**src/rtl/gsim_sequencer.sv**
```systemverilog
`default_nettype none
// ============================================================================
//  Module      : gsim_sequencer
//  Description : Control sequencer for a Gauss-Seidel solver. Loads one
//                b vector, runs RUN in-place sweeps over N rows with a
//                two-cycle compute slot per row and a +/-3 neighbour window,
//                then streams the N solution words out.
//  Revision    : 1.0 - initial release
// ============================================================================
module gsim_sequencer #(
    parameter int N   = 16,
    parameter int RUN = 50,
    parameter int AW  = 4
) (
    input  logic            clk,
    input  logic            reset,
    input  logic            in_en,
    output logic            b_wr_en,
    output logic [AW-1:0]   b_wr_addr,
    output logic            x_clr,
    output logic [AW-1:0]   row_idx,
    output logic [6*AW-1:0] nbr_addr,
    output logic [5:0]      nbr_zero,
    output logic            issue,
    output logic            x_wr_en,
    output logic [AW-1:0]   x_wr_addr,
    output logic            out_valid,
    output logic [AW-1:0]   out_idx,
    output logic            busy
);

    // Sweep counter only has to reach RUN-1; the wrap at that value ends ITER.
    localparam int SW = (RUN > 1) ? $clog2(RUN) : 1;

    localparam logic [AW-1:0]        c_last_row   = AW'(N - 1);
    localparam logic [AW-1:0]        c_one        = AW'(1);
    localparam logic [SW-1:0]        c_last_sweep = SW'(RUN - 1);
    localparam logic [SW-1:0]        c_sweep_one  = SW'(1);
    localparam logic signed [AW:0]   c_max_idx    = (AW + 1)'(N - 1);

    typedef enum logic [1:0] {
        ST_IDLE = 2'd0,
        ST_LOAD = 2'd1,
        ST_ITER = 2'd2,
        ST_OUT  = 2'd3
    } state_t;

    state_t        state_q, state_d;
    logic [AW-1:0] load_q,  load_d;
    logic [AW-1:0] row_q,   row_d;
    logic [AW-1:0] out_q,   out_d;
    logic          slot_q,  slot_d;     // 0 = slot A (issue), 1 = slot B (write-back)
    logic [SW-1:0] sweep_q, sweep_d;

    logic               w_iter;
    logic signed [AW:0] w_row_s;

    // State and counter registers; reset returns every counter to zero.
    always_ff @(posedge clk) begin
        if (reset) begin
            state_q <= ST_IDLE;
            load_q  <= '0;
            row_q   <= '0;
            out_q   <= '0;
            slot_q  <= 1'b0;
            sweep_q <= '0;
        end else begin
            state_q <= state_d;
            load_q  <= load_d;
            row_q   <= row_d;
            out_q   <= out_d;
            slot_q  <= slot_d;
            sweep_q <= sweep_d;
        end
    end

    // Next-state logic and strobe decode for load, iterate and output phases.
    always_comb begin
        state_d   = state_q;
        load_d    = load_q;
        row_d     = row_q;
        out_d     = out_q;
        slot_d    = slot_q;
        sweep_d   = sweep_q;
        b_wr_en   = 1'b0;
        x_clr     = 1'b0;
        issue     = 1'b0;
        x_wr_en   = 1'b0;
        out_valid = 1'b0;

        case (state_q)
            ST_IDLE: begin
                // The first b word is written in the same cycle the strobe
                // arrives, so write enable and x clear follow in_en directly.
                // Reset must still suppress the write.
                if (in_en && !reset) begin
                    b_wr_en = 1'b1;
                    x_clr   = 1'b1;
                    if (N == 1) begin
                        state_d = ST_ITER;
                        load_d  = '0;
                        row_d   = '0;
                        slot_d  = 1'b0;
                        sweep_d = '0;
                    end else begin
                        state_d = ST_LOAD;
                        load_d  = c_one;
                    end
                end
            end

            ST_LOAD: begin
                if (in_en && !reset) begin
                    b_wr_en = 1'b1;
                    if (load_q == c_last_row) begin
                        state_d = ST_ITER;
                        load_d  = '0;
                        row_d   = '0;
                        slot_d  = 1'b0;
                        sweep_d = '0;
                    end else begin
                        load_d = load_q + c_one;
                    end
                end
            end

            ST_ITER: begin
                if (!slot_q) begin
                    issue  = 1'b1;
                    slot_d = 1'b1;
                end else begin
                    // Write-back lands before the next row is issued, so
                    // row i+1 already sees the fresh x[i].
                    x_wr_en = 1'b1;
                    slot_d  = 1'b0;
                    if (row_q == c_last_row) begin
                        row_d = '0;
                        if (sweep_q == c_last_sweep) begin
                            sweep_d = '0;
                            out_d   = '0;
                            state_d = ST_OUT;
                        end else begin
                            sweep_d = sweep_q + c_sweep_one;
                        end
                    end else begin
                        row_d = row_q + c_one;
                    end
                end
            end

            ST_OUT: begin
                out_valid = 1'b1;
                if (out_q == c_last_row) begin
                    out_d   = '0;
                    state_d = ST_IDLE;
                end else begin
                    out_d = out_q + c_one;
                end
            end

            default: begin
                state_d = ST_IDLE;
            end
        endcase
    end

    assign w_iter    = (state_q == ST_ITER);
    assign busy      = (state_q != ST_IDLE);
    assign b_wr_addr = load_q;
    assign row_idx   = row_q;
    assign x_wr_addr = row_q;
    assign out_idx   = out_q;
    assign w_row_s   = $signed({1'b0, row_q});

    // Neighbour window. Address slice k (LSB first) carries i-1, i+1, i-2,
    // i+2, i-3, i+3. The zero flags are packed in the opposite order:
    // nbr_zero[5] flags i-1 and nbr_zero[0] flags i+3, so row 0 reads
    // 6'b101010. Outside ITER every operand is forced to zero.
    for (genvar k = 0; k < 6; k++) begin : g_nbr
        localparam logic signed [AW:0] c_dist = (AW + 1)'(k / 2 + 1);
        logic signed [AW:0] w_idx;
        logic               w_oob;

        if (k % 2 == 0) begin : g_minus
            assign w_idx = w_row_s - c_dist;
        end else begin : g_plus
            assign w_idx = w_row_s + c_dist;
        end

        // A sum past the signed range wraps negative, which is also out of range.
        assign w_oob                = w_idx[AW] || (w_idx > c_max_idx);
        assign nbr_addr[k*AW +: AW] = (w_iter && !w_oob) ? w_idx[AW-1:0] : '0;
        assign nbr_zero[5-k]        = !w_iter || w_oob;
    end

endmodule
`default_nettype wire

```
**config.mk**
```make
export PLATFORM = sky130hd
export DESIGN_NAME = gsim_sequencer
export DESIGN_NICKNAME = d
export VERILOG_FILES = /design/src/rtl/gsim_sequencer.sv
export SDC_FILE = /design/constraint.sdc
export NUM_CORES = 1
export LEC_CHECK = 0
export CAP_MARGIN = 20
export CORE_UTILIZATION = 30
export DETAILED_ROUTE_END_ITERATION = 10
export SLEW_MARGIN = 20
export SYNTH_ARGS = -nofsm -noshare
export SYNTH_HDL_FRONTEND = slang
export SYNTH_SLANG_ARGS = --single-unit
export TNS_END_PERCENT = 100
```
**constraint.sdc**
```tcl
create_clock -name clk -period 6.6 [get_ports clk]
set_clock_uncertainty 0.1 [all_clocks]
set_input_delay 0.66 -clock clk [delete_from_list [all_inputs] [get_ports clk]]
set_output_delay 0.66 -clock clk [all_outputs]
set_load 0.01 [all_outputs]
```
==> results.md <==
* Run status: complete, no violations
* Pleak at 0.0008207 uW
* Final antenna diode count at 0
* Hold path start: sweep_q[5]
* Final Hold Vio Count at 0
* Slowest-stage cell, CP: dfxtp_1
* Drt drc at 0
* Unrepaired setup endpoints after global routing: false
* H-Tree Depth at 1
* Largest net degree at the start of global routing at 23
* # hold bufs at CTS at 0
* Clock share of power at 19.5%
* Clock Latency Late Sink at 260 ps
* GRT Total Usage at 15.15%
* Minimum clock period at 4095 ps
* Final HPWL DP at 3.282 mm
* CP required at 5840 ps
* Peak VDD IR at 0.1810 mV
* Synth area leader: dfxtp_1
* Core Rows at 27
* Share of the synthesized area in the top cell type at 23.93%
* Port-buffer cells at 54
* Net load switching power at 176.1 uW
* CP peak stage delay at 760 ps
* Syn. warnings at 0
* Hold Path Class: flip-flop to flip-flop
* Nets at 303
* Pins Over Slew Limit at 0
* Area of the multi-input gates at 1199 um2
* Most numerous cell in the Yosys netlist: nor2_1
* FFs w/ async S/R, synth at 0%
* TritonCTS clock tree: built
* F_max at 244.2 MHz
* Post-synth top cells: nor2_1, dfxtp_1, a21oi_1
* Top_reg_cell synth: dfxtp_1
* Yosys cell types at 54
* Via density at 5.141
* Startpoint types: flip-flop
* Post-synth EDFFs at 0
* Yosys reg bits at 21
* Critical path launch point: row_idx[0]
* Io pins at 55
* Worst Path Arrival at 3340 ps
* Vias post-DR at 1820
* Setup CP Type: flip-flop to output port
* CTS buffer count at 3
* Drt pass-1 iters at 4
* Die ar. at 6165 um2
* Layout cell share with drive strength beyond 1 at 4.255%
* Initial cell density of the core at 31.52%
* Ranking of synthesized cells by area: dfxtp_1, ha_1, nor2_1
* Final Setup Violations at 0
* Synthesized instance count at 237
* ANT nets after route at 0
* Rel. slew slack at 47.84%
* FF/Latch Area at 420.4 um2
* Worst r2r src: row_idx[0]
* Worst-path clk slew at 90 ps
* Number of gates resized after cts at 0
* Die Ht at 78.52 um
* Area grow syn2layout at 34.97%
* MaxCap Viol Count at 0
* Internal power at 269.2 uW
* Die X at 78.52 um
* Critical Path Fanout Max at 22
* Vias in the first global route at 1625
* CTS max path bufs at 2
* WHS at 376.9 ps
* Register share of total power at 34.3%
* Routability Congestion at 0.7609
* Critical Path, Cell by Cell: inv_1 > ha_1 > or3b_2 > maj3_1 > o21ai_2 > clkdlybuf4s50_1
* DRT Wirelength at 4.559 mm
* Sw Ratio at 39.54%
* Initial antenna violation count at 0
* CTS Root Cell: clkbuf_8
* Syn nets at 257
* Slew @ Worst Pin at 775.7 ps
* Avg WL per Cell at 12.88 um
* Total setup buffers inserted after CTS at 0
* Synth Area per Inst at 7.412 um2
* Syn Std Cell Area at 1757 um2
* Final TNS setup at 0 ps
* Overflow left after global routing at 0
* First-pass GRT wire length at 7.734 mm
* # fillers at 576
* Core Area at 5574 um2
* Power density cells at 187.8 nW/um2
* Critical Path End Type: output port
* Comb pwr share at 46.2%
* Register area share after synthesis at 23.93%
* Fin crit share at 62.05%
* Initial drt markers at 84
* CTS sink cnt at 21
flip-flops by register name, indices dropped and copies added, names as in the netlist:
signal     count
b_wr_addr      4
out_idx        4
row_idx        4
slot_q         1
state_q        2
sweep_q        6
placed cells by master (no fill, tap or decap), types with 2 or more instances in the layout:
cell,synthesis,routed
and2_1,4,4
inv_1,17,17
mux2i_1,3,3
nand3_1,9,9
xnor2_1,5,5
nor2_1,35,35
nand2_1,14,14
a31oi_1,3,3
or3_1,3,3
nor4_1,2,2
a21oi_1,19,19
clkbuf_8,0,3
a311oi_1,2,2
nand2b_1,3,3
and3_1,2,2
clkdlybuf4s50_1,0,54
o21ai_1,2,2
or4_1,7,7
o21ai_0,13,13
xor2_1,2,2
o31ai_1,6,6
nor2b_1,4,4
ha_1,17,17
a22oi_1,2,2
dfxtp_1,21,21
through the flow:
step / instance area (um2) / utilization [%] / setup WS [ps] / instances / total power [uW]
6_report: 2371 / 42.54 / 2505 / 354 / 445.3
5_1_grt: 2371 / 42.54 / 2244 / 354 / 479.2
4_1_cts: 2371 / 42.54 / 2440 / 354 / 449.9
3_5_place_dp: 2325 / 41.71 / 2747 / 350 / 359.8
3_3_place_gp: 2325 / 41.71 / 2845 / 350 / 359.2
2_1_floorplan: 1757 / - / 3199 / 237 / 279.8
critical path, delay by kind of cell (launching register included):
family / cells / cell delay, ps
adders and majority gates: 2 / 840
buffers and inverters: 2 / 780
DFF: 1 / 760
and+or+nand+nor: 1 / 480
AOI/OAI and AO/OA: 1 / 200
cell type report:
type / instances / share of cell area (%)
clock inverter: 1 / 0.2111
multi-input combinational: 184 / 50.55
inverter: 18 / 2.850
timing repair buffer: 55 / 23.11
clock buffer: 3 / 1.741
tap: 72 / 3.799
sequential: 21 / 17.73
routing by layer:
metal | part of all wire [%] | track usage [%] | routed length, um
met5 | 0 | 0 | 0
met3 | 4.8 | 1.977 | 221
met4 | 0.42 | 3.148 | 19
met1 | 52 | 21.37 | 2366
met2 | 43 | 24.35 | 1952
worst paths after layout:
check                                   end  slack (ps)  cells past startpoint
worst min register to register   sweep_q[5]         380                      2
worst max register to register   sweep_q[3]        3890                      5
worst min-delay path             sweep_q[5]         380                      2
worst max-delay path            nbr_zero[4]        2500                      6
cell families after synthesis:
logic type	synth area share, %
flops	23.93
fa+ha+maj	12.68
mux	1.709
xor+xnor	3.490
buf+inv	7.835
compound gates	22.44
simple gates	27.92
power groups by stage:
stage | combinational (uW) | sequential (uW) | clock (uW)
after floorplan | 127 | 153 | 0
after global placement | 204 | 155 | 0
after detailed placement | 204 | 155 | 0
after CTS | 206 | 153 | 91.4
after global routing | 226 | 155 | 97.9
final | 206 | 153 | 86.9
No activity file was read; power rests on OpenSTA's default activity.
